===== src/rtl/wfull_ctrl.sv =====
// rtl/wfull_ctrl.sv - write-domain pointer, full, almost-full, level and overflow control
// Synchronises the read Gray pointer into wclk and derives all write-side status from it.
module wfull_ctrl #(
  parameter int ASIZE       = 4,
  parameter int SYNC_STAGES = 2
) (
  input  logic             wclk,
  input  logic             wrst_n,
  input  logic             wen,
  input  logic [ASIZE:0]   rptr_gray,
  input  logic [ASIZE:0]   afull_thresh,
  input  logic             ovf_clr,
  output logic [ASIZE:0]   wptr,
  output logic [ASIZE-1:0] waddr,
  output logic             wfull,
  output logic             walmost_full,
  output logic [ASIZE:0]   wlevel,
  output logic             wovf
);

  logic [ASIZE:0] r_sync [SYNC_STAGES];
  logic [ASIZE:0] r_bin;
  logic [ASIZE:0] r_gray;
  logic [ASIZE:0] r_level;
  logic           r_full;
  logic           r_afull;
  logic           r_ovf;

  logic [ASIZE:0] w_rq;
  logic [ASIZE:0] w_rbin;
  logic [ASIZE:0] w_bin_next;
  logic [ASIZE:0] w_gray_next;
  logic [ASIZE:0] w_lvl_next;
  logic           w_wacc;
  logic           w_full_next;

  // Plain flop chain: nothing combinational may sit between stages.
  always_ff @(posedge wclk or negedge wrst_n) begin
    if (!wrst_n) begin
      for (int i = 0; i < SYNC_STAGES; i++) r_sync[i] <= '0;
    end else begin
      r_sync[0] <= rptr_gray;
      for (int i = 1; i < SYNC_STAGES; i++) r_sync[i] <= r_sync[i-1];
    end
  end

  assign w_rq = r_sync[SYNC_STAGES-1];

  // Binary bit i is the XOR of Gray bits i..ASIZE.
  always_comb begin
    w_rbin = '0;
    for (int i = 0; i <= ASIZE; i++) w_rbin[i] = ^(w_rq >> i);
  end

  assign w_wacc      = wen & ~r_full;
  assign w_bin_next  = r_bin + {{ASIZE{1'b0}}, w_wacc};
  assign w_gray_next = w_bin_next ^ (w_bin_next >> 1);
  assign w_lvl_next  = w_bin_next - w_rbin;
  assign w_full_next = (w_gray_next[ASIZE:ASIZE-1] == ~w_rq[ASIZE:ASIZE-1]) &&
                       (w_gray_next[ASIZE-2:0] == w_rq[ASIZE-2:0]);

  always_ff @(posedge wclk or negedge wrst_n) begin
    if (!wrst_n) begin
      r_bin   <= '0;
      r_gray  <= '0;
      r_level <= '0;
      r_full  <= 1'b0;
      r_afull <= 1'b0;
      r_ovf   <= 1'b0;
    end else begin
      r_bin   <= w_bin_next;
      r_gray  <= w_gray_next;
      r_level <= w_lvl_next;
      r_full  <= w_full_next;
      r_afull <= (w_lvl_next >= afull_thresh);
      // A set on the same edge as a clear wins.
      r_ovf   <= (wen & r_full) | (r_ovf & ~ovf_clr);
    end
  end

  assign wptr         = r_gray;
  assign waddr        = r_bin[ASIZE-1:0];
  assign wfull        = r_full;
  assign walmost_full = r_afull;
  assign wlevel       = r_level;
  assign wovf         = r_ovf;

endmodule


===== config.mk =====
export PLATFORM = sky130hd
export DESIGN_NAME = wfull_ctrl
export DESIGN_NICKNAME = d
export VERILOG_FILES = /design/src/rtl/wfull_ctrl.sv
export SDC_FILE = /design/constraint.sdc
export NUM_CORES = 1
export LEC_CHECK = 0
export CORE_MARGIN = 2
export CORE_UTILIZATION = 37
export CTS_BUF_LIST = sky130_fd_sc_hd__clkbuf_4
export DETAILED_ROUTE_END_ITERATION = 8
export GPL_ROUTABILITY_DRIVEN = 0
export PLACE_DENSITY_LB_ADDON = 0.3
export SETUP_SLACK_MARGIN = 0.5
export SLEW_MARGIN = 20
export SYNTH_ARGS = -nofsm -noshare
export SYNTH_HDL_FRONTEND = slang
export SYNTH_SLANG_ARGS = --single-unit

===== constraint.sdc =====
create_clock -name wclk -period 9.3 [get_ports wclk]
set_clock_uncertainty 0.05 [all_clocks]
set_input_delay 1.395 -clock wclk [delete_from_list [all_inputs] [get_ports wclk]]
set_output_delay 1.395 -clock wclk [all_outputs]
set_load 0.1 [all_outputs]

==> impl_metrics.tcl <==
set metrics [dict create \
    outcome "complete, no violations" \
    finalNetCount 150 \
    synth_cell_type_count 18 \
    wl_per_cell_um 11.1 \
    multi_input_area_um2 474 \
    drive_gt1_frac 0.0645 \
    n_antenna_cell 0 \
    synthAdderAreaFrac 0.121 \
    synth_compound_area_frac 0.0565 \
    clkLatencyLatePin_ns 0.32 \
    viasPerCell 4.36 \
    tritoncts "built" \
    drv_cap 0 \
    ys_warn_count 0 \
    cp-end-kind "register" \
    critPathBufInv 2 \
    die_h_um 60.8 \
    required_ns 9.48 \
    yosys.area_share.simple 0.0513 \
    grt_pass1_vias 749 \
    fmax_ghz 0.248 \
    finalHoldViolCount 0 \
    ant_nets 0 \
    slew_viol_final 0 \
    post_cts_buffers 0 \
    syn_avg_cell_area_um2 13.3 \
    register_area_um2 676 \
    drcViolationCount 0 \
    relSlewSlack 0.350 \
    antenna_found_initial 0 \
    critPathTopFamily "adder cells" \
    cts_root_buf "clkbuf_4" \
    vias 733 \
    gr-usage-all-layers 0.121 \
    num_rows 20 \
    synth.net_count 115 \
    worst_slew_pin_slew_ns 0.972 \
    crit_path_max_incr_delay_ns 0.43 \
    synthMuxAreaShare 0 \
    grt_overflow 0 \
    crit_path_cell_trace "clkdlybuf4s50_1 -> and3b_1 -> and3_2 -> xnor2_1 -> inv_1 -> ha_1 -> nor2b_1 -> a221oi_1 -> xnor2_1 -> ha_1 -> a21o_1" \
    netlist_area_um2 1190 \
    clock-sinks 27 \
    crit_path_max_fanout 5 \
    ys_seq_elements 27 \
    final_common_cell "clkdlybuf4s50_1" \
    hp-class "register to register" \
    crit_type "input pin to register" \
    synth_cells 90 \
    ctsHoldBuffers 0 \
    drt-initial-drc-count 4 \
    ys_seq_area_frac 0.565 \
    rsz0062_at_grt "no" \
    post-route-period-util 0.434 \
    core_region_area_um2 3050 \
    h-tree-depth 1 \
    wirelength_mm 1.86 \
    post-dp-hpwl_mm 1.47 \
    cp.arrival_ns 4.21 \
    synth_top_family_by_area "XOR/XNOR gates" \
    finalSetupViolations 0 \
    grt_pass1_wl_mm 3.26 \
    fin_crit_ns 4.03 \
    dieArea_um2 3700 \
    die_w_um 60.8 \
    worst_path_max_delay_cell "clkdlybuf4s50_1" \
    synth_xor_xnor_area_share 0.168 \
    area_delta_synth_final_pct 31.8 \
    nFillCells 283 \
    crit_path_start_kind "input pin" \
    layout_common_cells "clkdlybuf4s50_1, dfrtp_1, xnor2_1" \
    port_buffers 30 \
    grt_max_degree 28 \
    postCtsResizedCells 0 \
    start_util 0.391 \
    setup_tns_ns 0 \
    cts_buffers 3 \
    drtPass1Iterations 3 \
    cts_buffer_depth 2 \
    path_clk_slew_ns 0.14 \
    ios 31 \
]
==> worst reg2reg max path, delay by kind of cell, from the launching register on <==
kind,cells,cell delay (ns)
flops,1,0.42
buf+inv,1,0.05
xor+xnor,4,0.96
compound gates,4,0.65
fa+ha+maj,3,0.97
==> path summary, 6_finish.rpt <==
kind | start | endpoint | slack [ns] | depth (start not counted)
setup / recovery | wen | walmost_full$_DFF_PN0_ | 5.27 | 11
hold / removal | r_sync[5]$_DFF_PN0_ | w_rq[0]$_DFF_PN0_ | 0.31 | 0
setup reg to reg | w_rq[4]$_DFF_PN0_ | walmost_full$_DFF_PN0_ | 6.10 | 12
hold reg to reg | r_sync[5]$_DFF_PN0_ | w_rq[0]$_DFF_PN0_ | 0.31 | 0
max in group asynchronous | wrst_n | r_sync[5]$_DFF_PN0_ | 7.82 | 1
min in group asynchronous | wrst_n | r_bin[3]$_DFF_PN0_ | 1.00 | 1
==> synth_stat cells <==
| cell | count | share of area |
|---|---|---|
| nand2b_1 | 1 | 0.0052 |
| ha_1 | 10 | 0.10 |
| and3_2 | 1 | 0.0063 |
| dfrtp_1 | 27 | 0.57 |
| a21o_1 | 4 | 0.025 |
| xor2_1 | 7 | 0.051 |
| inv_1 | 12 | 0.038 |
| xnor2_1 | 14 | 0.10 |
| nand3_1 | 2 | 0.0084 |
| nand2_1 | 1 | 0.0031 |
| fa_1 | 1 | 0.017 |
| a221oi_1 | 2 | 0.015 |
| or3_1 | 1 | 0.0052 |
| xor2_2 | 1 | 0.014 |
| and3b_1 | 1 | 0.0073 |
| nor2b_1 | 3 | 0.016 |
| a2111oi_2 | 1 | 0.013 |
| o21ai_0 | 1 | 0.0042 |
==> layout make-up <==
cell class	count	area share
Clock inverter	1	0.00477
Clock buffer	3	0.0143
Tap cell	44	0.0349
Multi-Input combinational cell	51	0.301
Inverter	12	0.0286
Sequential cell	27	0.429
Timing Repair Buffer	30	0.187
==> cells by family (layout without fill, tap and decap cells) <==
kind of cell / after synthesis / after routing
buf+inv: 12 / 46
flops: 27 / 27
compound gates: 8 / 8
xor+xnor: 22 / 22
fa+ha+maj: 11 / 11
simple gates: 10 / 10
==> per-stage QoR <==
step	std cells	setup WS, ns	hold WS, ns	instance area (µm²)	util
after global routing	168	5.08	0.327	1580	0.516
after global placement	164	4.94	0.283	1550	0.508
after floorplan	90	5.65	0.281	1190	-
after CTS	168	5.27	0.319	1580	0.516
final	168	5.27	0.315	1580	0.516
after detailed placement	164	4.93	0.286	1550	0.506
==> sequential cells by signal, summed over array words and instances, names as in the netlist <==
| name | flops |
|---|---|
| wovf | 1 |
| w_rq | 5 |
| wptr | 4 |
| wfull | 1 |
| r_bin | 5 |
| r_sync | 5 |
| walmost_full | 1 |
| wlevel | 5 |
==> layer usage <==
layer	vias up	wire [µm]	global-route usage
li1	358	-	-
met1	350	817	0.154
met2	23	935	0.203
met3	2	94	0.0192
met4	0	14	0.0559
met5	-	0	0
Power is not shown: default switching activity piles up to over one toggle a cycle in this logic, so the estimate is an artifact.
